`src/rtl/serial_add_pkg.sv`:
```
// Shared types and limits for the bit-serial adder controller.
package serial_add_pkg;

    localparam int SA_MAX_WIDTH = 32;

    typedef enum logic [1:0] {
        ST_IDLE  = 2'd0,
        ST_SHIFT = 2'd1,
        ST_DONE  = 2'd2
    } state_t;

endpackage

```
`src/rtl/full_adder_cell.sv`:
```
// Single-bit combinational full adder; the only arithmetic cell in the serial adder.
module full_adder_cell (
    input  logic a,
    input  logic b,
    input  logic cin,
    output logic s,
    output logic cout
);

    assign s    = a ^ b ^ cin;
    assign cout = (a & b) | (a & cin) | (b & cin);

endmodule

```
`src/rtl/serial_add_ctrl.sv`:
```
// Bit-serial adder controller: LSB-first addition through one full-adder cell.
// Optional SERIAL_ADD_SUB_EN adds a 'sub' port selecting A-B instead of A+B+cin.
module serial_add_ctrl
    import serial_add_pkg::*;
#(
    parameter int WIDTH = 8
) (
    input  logic             clk,
    input  logic             rst,
    input  logic             in_valid,
    output logic             in_ready,
    input  logic [WIDTH-1:0] a,
    input  logic [WIDTH-1:0] b,
    input  logic             cin,
`ifdef SERIAL_ADD_SUB_EN
    input  logic             sub,
`endif
    output logic             out_valid,
    input  logic             out_ready,
    output logic [WIDTH-1:0] sum,
    output logic             cout,
    output logic             busy
);

    localparam int CW = $clog2(WIDTH + 1);

    generate
        if (WIDTH < 1 || WIDTH > SA_MAX_WIDTH) begin : g_bad_width
            $error("serial_add_ctrl: WIDTH out of range");
        end
    endgenerate

    state_t           state_reg, state_next;
    logic [WIDTH-1:0] a_sh_reg, a_sh_next;
    logic [WIDTH-1:0] b_sh_reg, b_sh_next;
    logic [WIDTH-1:0] sum_reg, sum_next;
    logic [CW-1:0]    cnt_reg, cnt_next;
    logic             carry_reg, carry_next;
    logic             cout_reg, cout_next;

    logic             fa_s, fa_co;
    logic [WIDTH-1:0] sum_shifted;
    logic [WIDTH-1:0] b_load;
    logic             carry_load;

    full_adder_cell u_fa (
        .a    (a_sh_reg[0]),
        .b    (b_sh_reg[0]),
        .cin  (carry_reg),
        .s    (fa_s),
        .cout (fa_co)
    );

    // New sum bit enters at the MSB so after WIDTH shifts bit 0 lands at sum[0].
    generate
        if (WIDTH == 1) begin : g_sum_w1
            assign sum_shifted = fa_s;
        end else begin : g_sum_wn
            assign sum_shifted = {fa_s, sum_reg[WIDTH-1:1]};
        end
    endgenerate

`ifdef SERIAL_ADD_SUB_EN
    // Subtraction as A + ~B + 1; cout then reads as "no borrow".
    assign b_load     = sub ? ~b : b;
    assign carry_load = sub ? 1'b1 : cin;
`else
    assign b_load     = b;
    assign carry_load = cin;
`endif

    always_comb begin
        state_next = state_reg;
        a_sh_next  = a_sh_reg;
        b_sh_next  = b_sh_reg;
        sum_next   = sum_reg;
        cnt_next   = cnt_reg;
        carry_next = carry_reg;
        cout_next  = cout_reg;
        case (state_reg)
            ST_IDLE: begin
                if (in_valid) begin
                    a_sh_next  = a;
                    b_sh_next  = b_load;
                    carry_next = carry_load;
                    cnt_next   = '0;
                    state_next = ST_SHIFT;
                end
            end
            ST_SHIFT: begin
                sum_next   = sum_shifted;
                carry_next = fa_co;
                a_sh_next  = a_sh_reg >> 1;
                b_sh_next  = b_sh_reg >> 1;
                cnt_next   = cnt_reg + 1'b1;
                if (cnt_reg == CW'(WIDTH - 1)) begin
                    cout_next  = fa_co;
                    state_next = ST_DONE;
                end
            end
            ST_DONE: begin
                if (out_ready) begin
                    state_next = ST_IDLE;
                end
            end
            default: state_next = ST_IDLE;
        endcase
    end

    always_ff @(posedge clk or posedge rst) begin
        if (rst) begin
            state_reg <= ST_IDLE;
            a_sh_reg  <= '0;
            b_sh_reg  <= '0;
            sum_reg   <= '0;
            cnt_reg   <= '0;
            carry_reg <= 1'b0;
            cout_reg  <= 1'b0;
        end else begin
            state_reg <= state_next;
            a_sh_reg  <= a_sh_next;
            b_sh_reg  <= b_sh_next;
            sum_reg   <= sum_next;
            cnt_reg   <= cnt_next;
            carry_reg <= carry_next;
            cout_reg  <= cout_next;
        end
    end

    assign in_ready  = (state_reg == ST_IDLE);
    assign busy      = (state_reg == ST_SHIFT);
    assign out_valid = (state_reg == ST_DONE);
    assign sum       = sum_reg;
    assign cout      = cout_reg;

endmodule
```
`config.mk`:
```
export PLATFORM = sky130hd
export DESIGN_NAME = serial_add_ctrl
export DESIGN_NICKNAME = d
export VERILOG_FILES = /design/src/rtl/serial_add_pkg.sv /design/src/rtl/full_adder_cell.sv /design/src/rtl/serial_add_ctrl.sv
export SDC_FILE = /design/constraint.sdc
export NUM_CORES = 1
export LEC_CHECK = 0
export ABC_AREA = 1
export BUFFER_PORTS_ARGS = -buffer_cell sky130_fd_sc_hd__buf_2
export CAP_MARGIN = 20
export CORE_MARGIN = 8
export CORE_UTILIZATION = 52
export CTS_CLUSTER_SIZE = 8
export DETAILED_ROUTE_END_ITERATION = 8
export GPL_TIMING_DRIVEN = 1
export HOLD_SLACK_MARGIN = 0.06
export MAX_ROUTING_LAYER = met4
export PLACE_DENSITY = 0.77
export REMOVE_ABC_BUFFERS = 1
export SETUP_SLACK_MARGIN = 0.1
export SLEW_MARGIN = 25
export SYNTH_ARGS = -nofsm -noshare
export SYNTH_HDL_FRONTEND = slang
export SYNTH_SLANG_ARGS = --single-unit
```
`constraint.sdc`:
```
create_clock -name clk -period 1.3 [get_ports clk]
set_input_delay 0.13 -clock clk [delete_from_list [all_inputs] [get_ports clk]]
set_output_delay 0.13 -clock clk [all_outputs]
set_load 0.1 [all_outputs]
```
# Word-level counts from Yosys, hierarchy flattened
# Cells that the tools add are included.
[totals] register_bits=32 latch_bits=0 ramBits=0 romBits=0 in_bits=21 output_inout_bits=12 wordCells=38 mem_count=0
[classes] n_addsub=1 n_mul=0 n_div=0 n_lt_le_gt_ge=0 eq_ne=6 n_shift=0 mux=12 n_bitwise=7 n_reduce_logical=5
[ops] operator="$pmux 8 s2" count=2
[ops] operator="$mux 8" count=2
[ops] operator="$pmux 4 s2" count=1
[ops] operator="$mux 2" count=3
[ops] operator="$pmux 2 s3" count=1
[ops] operator="$add 4x1->4 const B" count=1
[ops] operator="$eq 4x3->1 const B" count=1
[ops] operator="$mux 4" count=1
[ops] operator="$ne 2x1->1 const B" count=2
[ops] operator="$reduce_and 2->1" count=2
[ops] operator="$and 1x1->1" count=3
[ops] operator="$reduce_and 3->1" count=1
[ops] operator="$eq 2x1->1 const B" count=1
[ops] operator="$eq 2x2->1 const B" count=1
[ops] operator="$logic_not 2->1" count=1
[ops] operator="$ne 2x2->1 const B" count=1
[ops] operator="$or 1x1->1" count=2
[ops] operator="$pmux 1 s2" count=1
[ops] operator="$reduce_bool 2->1" count=1
[ops] operator="$xor 1x1->1" count=2
[ops] operator="$mux 1" count=1

# Depth between registers and ports, before layout
# Gate-level depths: netlist of run 1.
[logic_depth] word_depth=4 ltp_mapped=7 depth_no_buf=6

# Hierarchy
# A second synthesis of run 1 with hierarchy kept.
[hier_totals] hier_cells=167 area_unflattened_um2=1471.4
[modules_own_cells] module="serial_add_ctrl" instances=1 cells_each=166 area_each_um2=1451.4 seq_area_each_um2=800.8
[modules_own_cells] module="full_adder_cell" instances=1 cells_each=1 area_each_um2=20.0 seq_area_each_um2=0.0

# Worst setup path before layout of run 1
# Ideal clock, no wire load.
[synth_path] kind="register to output" start="register state_reg[0]" end="output out_valid" t_arrival_ps=1714 required_ps=1170 setup_slack_ps=-544 stages_incl_launch_ff=2 n_path_buf=0 cell_sequence="dfrtp_1 nor2_1"
[synth_between] elab_chain_cells=1
[synth_lines] item="from (decl)" line_no="serial_add_ctrl.sv:33" text="state_t state_reg, state_next;"
[synth_lines] item="from (signal assigned)" line_no="serial_add_ctrl.sv:120" text="state_reg <= state_next;"
[synth_lines] item="$eq 2x2->1" line_no="serial_add_ctrl.sv:132" text="assign out_valid = (state_reg == ST_DONE);"
[synth_lines] item="to (decl)" line_no="serial_add_ctrl.sv:18" text="output logic out_valid,"
# Every way passes these cells.

# Worst setup path after layout of run 1
# Ends and elaborated chain as after synthesis.

==> results of run 1 <==
## final cells by class
cell class / count / share of cell area [%]
flip-flops and latches: 32 / 37.97
repair buffers: 64 / 28.38
multi-input cells: 120 / 27.07
clock inverters: 3 / 2.014
well taps: 31 / 1.836
clock buffers: 5 / 1.777
inverters: 4 / 0.9479
## layout by cell type (no fill, tap or decap), drive strengths merged
cell type / count
nand2: 69
buf: 45
nand3: 39
dfrtp: 32
dlygate4sd3: 19
clkbuf: 5
nor2: 5
inv: 3
clkinv: 2
o21ai: 2
o21bai: 1
nand4: 1
o31ai: 1
fa: 1
ha: 1
bufinv: 1
clkinvlp: 1
## path summary, 6_finish.rpt
kind                       cells past startpoint           end         start  slack [ps]
max reg2reg                                    7   b_sh_reg[6]  state_reg[1]          80
min in group asynchronous                      4        sum[4]           rst         450
max in group asynchronous                      4  state_reg[0]           rst         550
min reg2reg                                    2   b_sh_reg[5]   b_sh_reg[6]         500
max                                            2     out_valid  state_reg[0]         -40
min                                            5    cnt_reg[2]      in_valid         280
## per-stage QoR
step | hold WS, ps | worst slack, ps | setup TNS [ps] | power, mW
global placement | 224.9 | 160.0 | 0 | 4.334
CTS | 329.1 | 4.256 | 0 | 5.437
detailed placement | 232.4 | 122.9 | 0 | 4.419
finish | 279.1 | -44.15 | -49.35 | 5.663
global route | 290.5 | -90.82 | -193.2 | 5.987
floorplan | 225.2 | -544.4 | -10540 | 3.645
## per-layer routing
metal | share of wire (%) | GRT usage, % | up-vias
li1 | - | - | 660
met1 | 41 | 18.49 | 644
met2 | 51 | 26.96 | 44
met3 | 6.8 | 6.710 | 11
met4 | 1.9 | 5.882 | 0
met5 | 0 | - | -
## cells by family (layout without fill, tap and decap cells)
kind of cell	after synthesis	count (layout)
flops	32	32
simple gates	114	114
compound gates	4	4
buf+inv	13	76
fa+ha+maj	2	2
## critical path, cell delays in order (launching register included)
cell,delay (ps)
dfrtp_2,480
nor2_2,200
buf_12,200
## power breakdown
part	internal (mW)	switching (mW)
registers	1.41	0.333
logic	1.09	2.08
clock network	0.401	0.349
total	2.90	2.76
## what timing repair did
action,in CTS,in global routing
gates resized for setup,15,18
pin swaps,1,3
hold buffers,19,0
setup endpoints to repair,15,36
hold endpoints to repair,50,0
setup buffers,5,3
==> metrics.yaml, run 1 <==
max_slew_margin_pct: 73.62
cts_tree: "yes"
cp.required_ps: 1170
leakage_nw: 1.076
hpwl_um: 2160
outcome: "finished, violations left"
period_needed_ps: 1344
rsz0062_at_grt: "yes"
fmax_ghz: 0.7440
final_core_util_pct: 78.62
ant_nets: 0
violations: "setup timing"
regArea_um2: 802.0
worst_pin_slew_ps: 395.7
drv_slew: 0
synth_most_common_cell: "nand2_1"
gp_congestion: 0.7763
fin_skew_ps: 10.69
synthXorXnorAreaFrac_pct: 0
vdd_drop_max_mv: 2.486
ys.flop_type: "dfrtp_1"
yosysTopAreaCell: "dfrtp_1"
grt-ovfl-total: 0
ioPinCount: 33
hold_viol_final: 0
synth_compound_area_share_pct: 1.759
grt_pass1_vias: 1361
core-area_um2: 2686
drive_above_1_share_pct: 28.07
drt-pass1-iter-count: 4
post-route-cell-area_um2: 2112
crit_path_end_kind: "output port"
path_class: "reg2out"
setup_slack_ps: -44.15
cts_root_buffer: "clkbuf_4"
nNetsFinal: 250
viasPerCell: 5.247
die_area_um2: 4666
totalWireLength_um: 3554
grt_usage_pct: 16.78
die_h_um: 68.31
routedWlPerCell_um: 13.72
area_delta_synth_final_pct: 48.46
dieWidth_um: 68.31
clk_path_buf_depth: 2
multi_input_area_um2: 571.8
placed_cell_area_um2: 1664
clkSinkCount: 32
powerDensity_nw_per_um2: 2682
ys_types: 18
synth_cells: 165
period_share_pct: 103.4
drt_iter0_markers: 82
cp-start-kind: "flop"
hp-class: "in2reg"
cp_max_fo: 5
arrival_ps: 1210
synth_commonest_cells: "68 x nand2_1, 39 x nand3_1, 32 x dfrtp_1"
syn_area_um2: 1423
grt_max_degree: 33
fin_cells: 259
synth-seq-area-share_pct: 56.29
async_reset_ff_share_pct: 100.0
avgSynthCellArea_um2: 8.622
dp.cells: 225
synth_fa_ha_area_share_pct: 2.287
synth_seq_cells: 32
ys_top_cells_by_area: "dfrtp_1 56%, nand2_1 18%, nand3_1 14%"
synth_top_area_share_pct: 56.29
synth_top_family_by_area: "simple AND/OR/NAND/NOR gates"
grt_pass1_wl_um: 5789
via_count: 1359
path_clk_slew_ps: 110
io_buffers: 32
synthMuxAreaShare_pct: 0
fp-row-count: 19
finalSetupViolCount: 2
max-cap-violations: 0
numCtsBuffers: 5
antenna_found_initial: 0
ys_warn_count: 0
synth-edff-count: 0
fill_cells: 175
drc: 0
htreeDepth: 2
clkLatencyLatePin_ps: 330
antenna_cells: 0
start_util_pct: 52.96
yosys.area_share.simple_pct: 34.39
Note: power is estimated with default switching activity, not from simulation.
==> run 2: changes to the inputs <==
Settings changed: ABC_AREA 1 to unset, PLACE_DENSITY 0.77 to 0.78.
==> metrics.yaml, run 2 <==
max_slew_margin_pct: 73.84
synth_seq_cells: 32
p_sw_mw: 2.763
vdd_drop_max_mv: 2.843
gp_congestion: 0.7605
yosysTopAreaCell: "dfrtp_1"
cp_common_cell: "buf_12"
synth-edff-count: 0
regArea_um2: 800.8
sequentialPowerShare_pct: 29.1
worst_pin_slew_ps: 392.4
final_common_cell: "dfrtp_1"
area_delta_synth_final_pct: 55.81
dieWidth_um: 67.71
cp_max_fo: 3
p_int_mw: 3.236
crit_chain: "and2b_2 > buf_12 > buf_12"
crit_path_end_kind: "output port"
synth_commonest_cells: "32 x dfrtp_1, 18 x nand2_1, 15 x a22oi_1, 15 x o21ai_0, 8 x mux2_2"
setup_tns_ps: -1441
hp-class: "in2reg"
clkLatencyLatePin_ps: 350
ant_nets: 0
viasPerCell: 5.849
reg2reg_to: "sum[0]"
critPathTopFamily: "flip-flops"
placed_cell_area_um2: 1707
antenna_cells: 0
fill_cells: 117
worstHoldStart: "b[3]"
clk_path_buf_depth: 2
ys_top_cells_by_area: "dfrtp_1 58%, a22oi_1 8.1%, mux2_2 6.5%"
ys_warn_count: 0
leakage_nw: 1.045
setup_slack_ps: -169.7
die_area_um2: 4584
max_stage_delay_ps: 450
multi_input_area_um2: 693.2
cts_root_buffer: "clkbuf_4"
io_buffers: 32
fin_skew_ps: 15.59
clkSinkCount: 32
p_comb_share_pct: 56.4
ys.flop_type: "dfrtp_1"
arrival_ps: 1340
max-cap-violations: 0
synth_cells: 122
cpMaxStageDelayCell: "dfrtp_1"
drt-pass1-iter-count: 4
min_path_cells: 3
fp-row-count: 18
synth_most_common_cell: "dfrtp_1"
grt_max_degree: 33
finalSetupViolCount: 21
drive_above_1_share_pct: 60.44
syn_area_um2: 1390
die_h_um: 67.71
path_class: "reg2out"
path_buf_inv: 2
hold_viol_final: 0
hold_end: "b_sh_reg[3]"
period_share_pct: 113.1
nNetsFinal: 204
post-route-cell-area_um2: 2166
outcome: "finished, violations left"
cp.required_ps: 1170
async_reset_ff_share_pct: 100.0
via_count: 1240
violations: "setup timing"
drv_slew: 0
final_core_util_pct: 86.64
hpwl_um: 2125
p_clk_share_pct: 14.5
htreeDepth: 2
totalWireLength_um: 3985
grt_pass1_vias: 1260
drt_iter0_markers: 54
reg2regPathDepth: 5
ys_types: 28
numCtsBuffers: 5
mostFrequentLayoutCells: "32 x dfrtp_1, 20 x buf_4, 20 x buf_2"
core-area_um2: 2500
drc: 0
path_clk_slew_ps: 110
powerDensity_nw_per_um2: 2770
synth-seq-area-share_pct: 57.61
cp-start-kind: "flop"
start_util_pct: 55.61
avgSynthCellArea_um2: 11.39
regToRegStartpoint: "state_reg[0]"
antenna_found_initial: 0
fmax_ghz: 0.6804
period_needed_ps: 1470
routedWlPerCell_um: 18.80
ioPinCount: 33
grt_pass1_wl_um: 5823
r2r_slack_ps: -130
swShare_pct: 46.06
cts_tree: "yes"
grt_usage_pct: 17.70
rsz0062_at_grt: "yes"
synth_top_area_share_pct: 57.61
grt-ovfl-total: 0
==> run 2: final cells by class <==
cell class,count,share of cell area (%)
multi-input combinational,79,32.00
clock buffer,7,3.004
inverter,3,0.5199
clock inverter,1,1.386
tap,30,1.733
sequential,32,36.97
timing repair buffer,60,24.38
==> run 2: per-stage QoR <==
step	hold WS, ps	total power, mW	setup slack (ps)	cells
6_report	46.48	6.000	-169.7	212
5_1_grt	65.44	6.285	-211.5	212
4_1_cts	76.46	5.505	-136.0	206
3_5_place_dp	243.7	4.314	1.029	188
3_3_place_gp	221.9	4.205	76.45	188
2_1_floorplan	246.2	3.557	-1068	114
==> run 2: how the worst max path moves through the flow <==
stage / from / to / slack (ps) / depth (start not counted)
floorplan: state_reg[0] / cout / -1070 / 3
global placement: carry_reg / cout / 80 / 2
detailed placement: state_reg[1] / cnt_reg[3] / 1 / 5
CTS: state_reg[0] / busy / -140 / 3
global route: state_reg[1] / busy / -210 / 3
finish: state_reg[0] / busy / -170 / 3
==> run 2: repair_timing <==
action | 4_1_cts | 5_1_grt
hold buffers | 3 | 0
setup buffers | 5 | 6
setup endpoints to repair | 40 | 38
pin swaps | 4 | 20
cloned | 2 | 0
resized for setup | 31 | 50
endpoints found under the hold margin | 34 | 0
==> run 2: routing by layer <==
| metal | vias to the layer above | wire, µm | track usage, % |
|---|---|---|---|
| met5 | - | 0 | - |
| met4 | 0 | 59 | 9.661 |
| met3 | 9 | 301 | 4.305 |
| met2 | 69 | 2096 | 28.28 |
| met1 | 605 | 1529 | 19.92 |
| li1 | 557 | - | - |
==> run 2: worst reg2reg max path, cell delays in order (launching register included) <==
cell	delay [ps]
dfrtp_1	450
and2b_2	250
buf_12	130
buf_4	120
buf_6	110
mux2_2	260
==> run 2: power groups by stage <==
| stage | combinational [mW] | sequential [mW] | clock (mW) |
|---|---|---|---|
| floorplan | 0.937 | 2.62 | 0 |
| finish | 3.38 | 1.74 | 0.870 |
| detailed placement | 2.64 | 1.67 | 0 |
| global route | 3.56 | 1.80 | 0.930 |
| global placement | 2.56 | 1.64 | 0 |
| CTS | 2.98 | 1.66 | 0.862 |
==> run 2: kinds of logic (layout without fill, tap and decap cells) <==
kind of cell / after synthesis / in the layout / share of synthesized area [%]
and+or+nand+nor: 27 / 27 / 8.910
muxes: 11 / 11 / 8.821
adders and majority gates: 2 / 2 / 2.340
buffers and inverters: 11 / 71 / 3.780
DFF: 32 / 32 / 57.61
AOI/OAI and AO/OA: 39 / 39 / 18.54
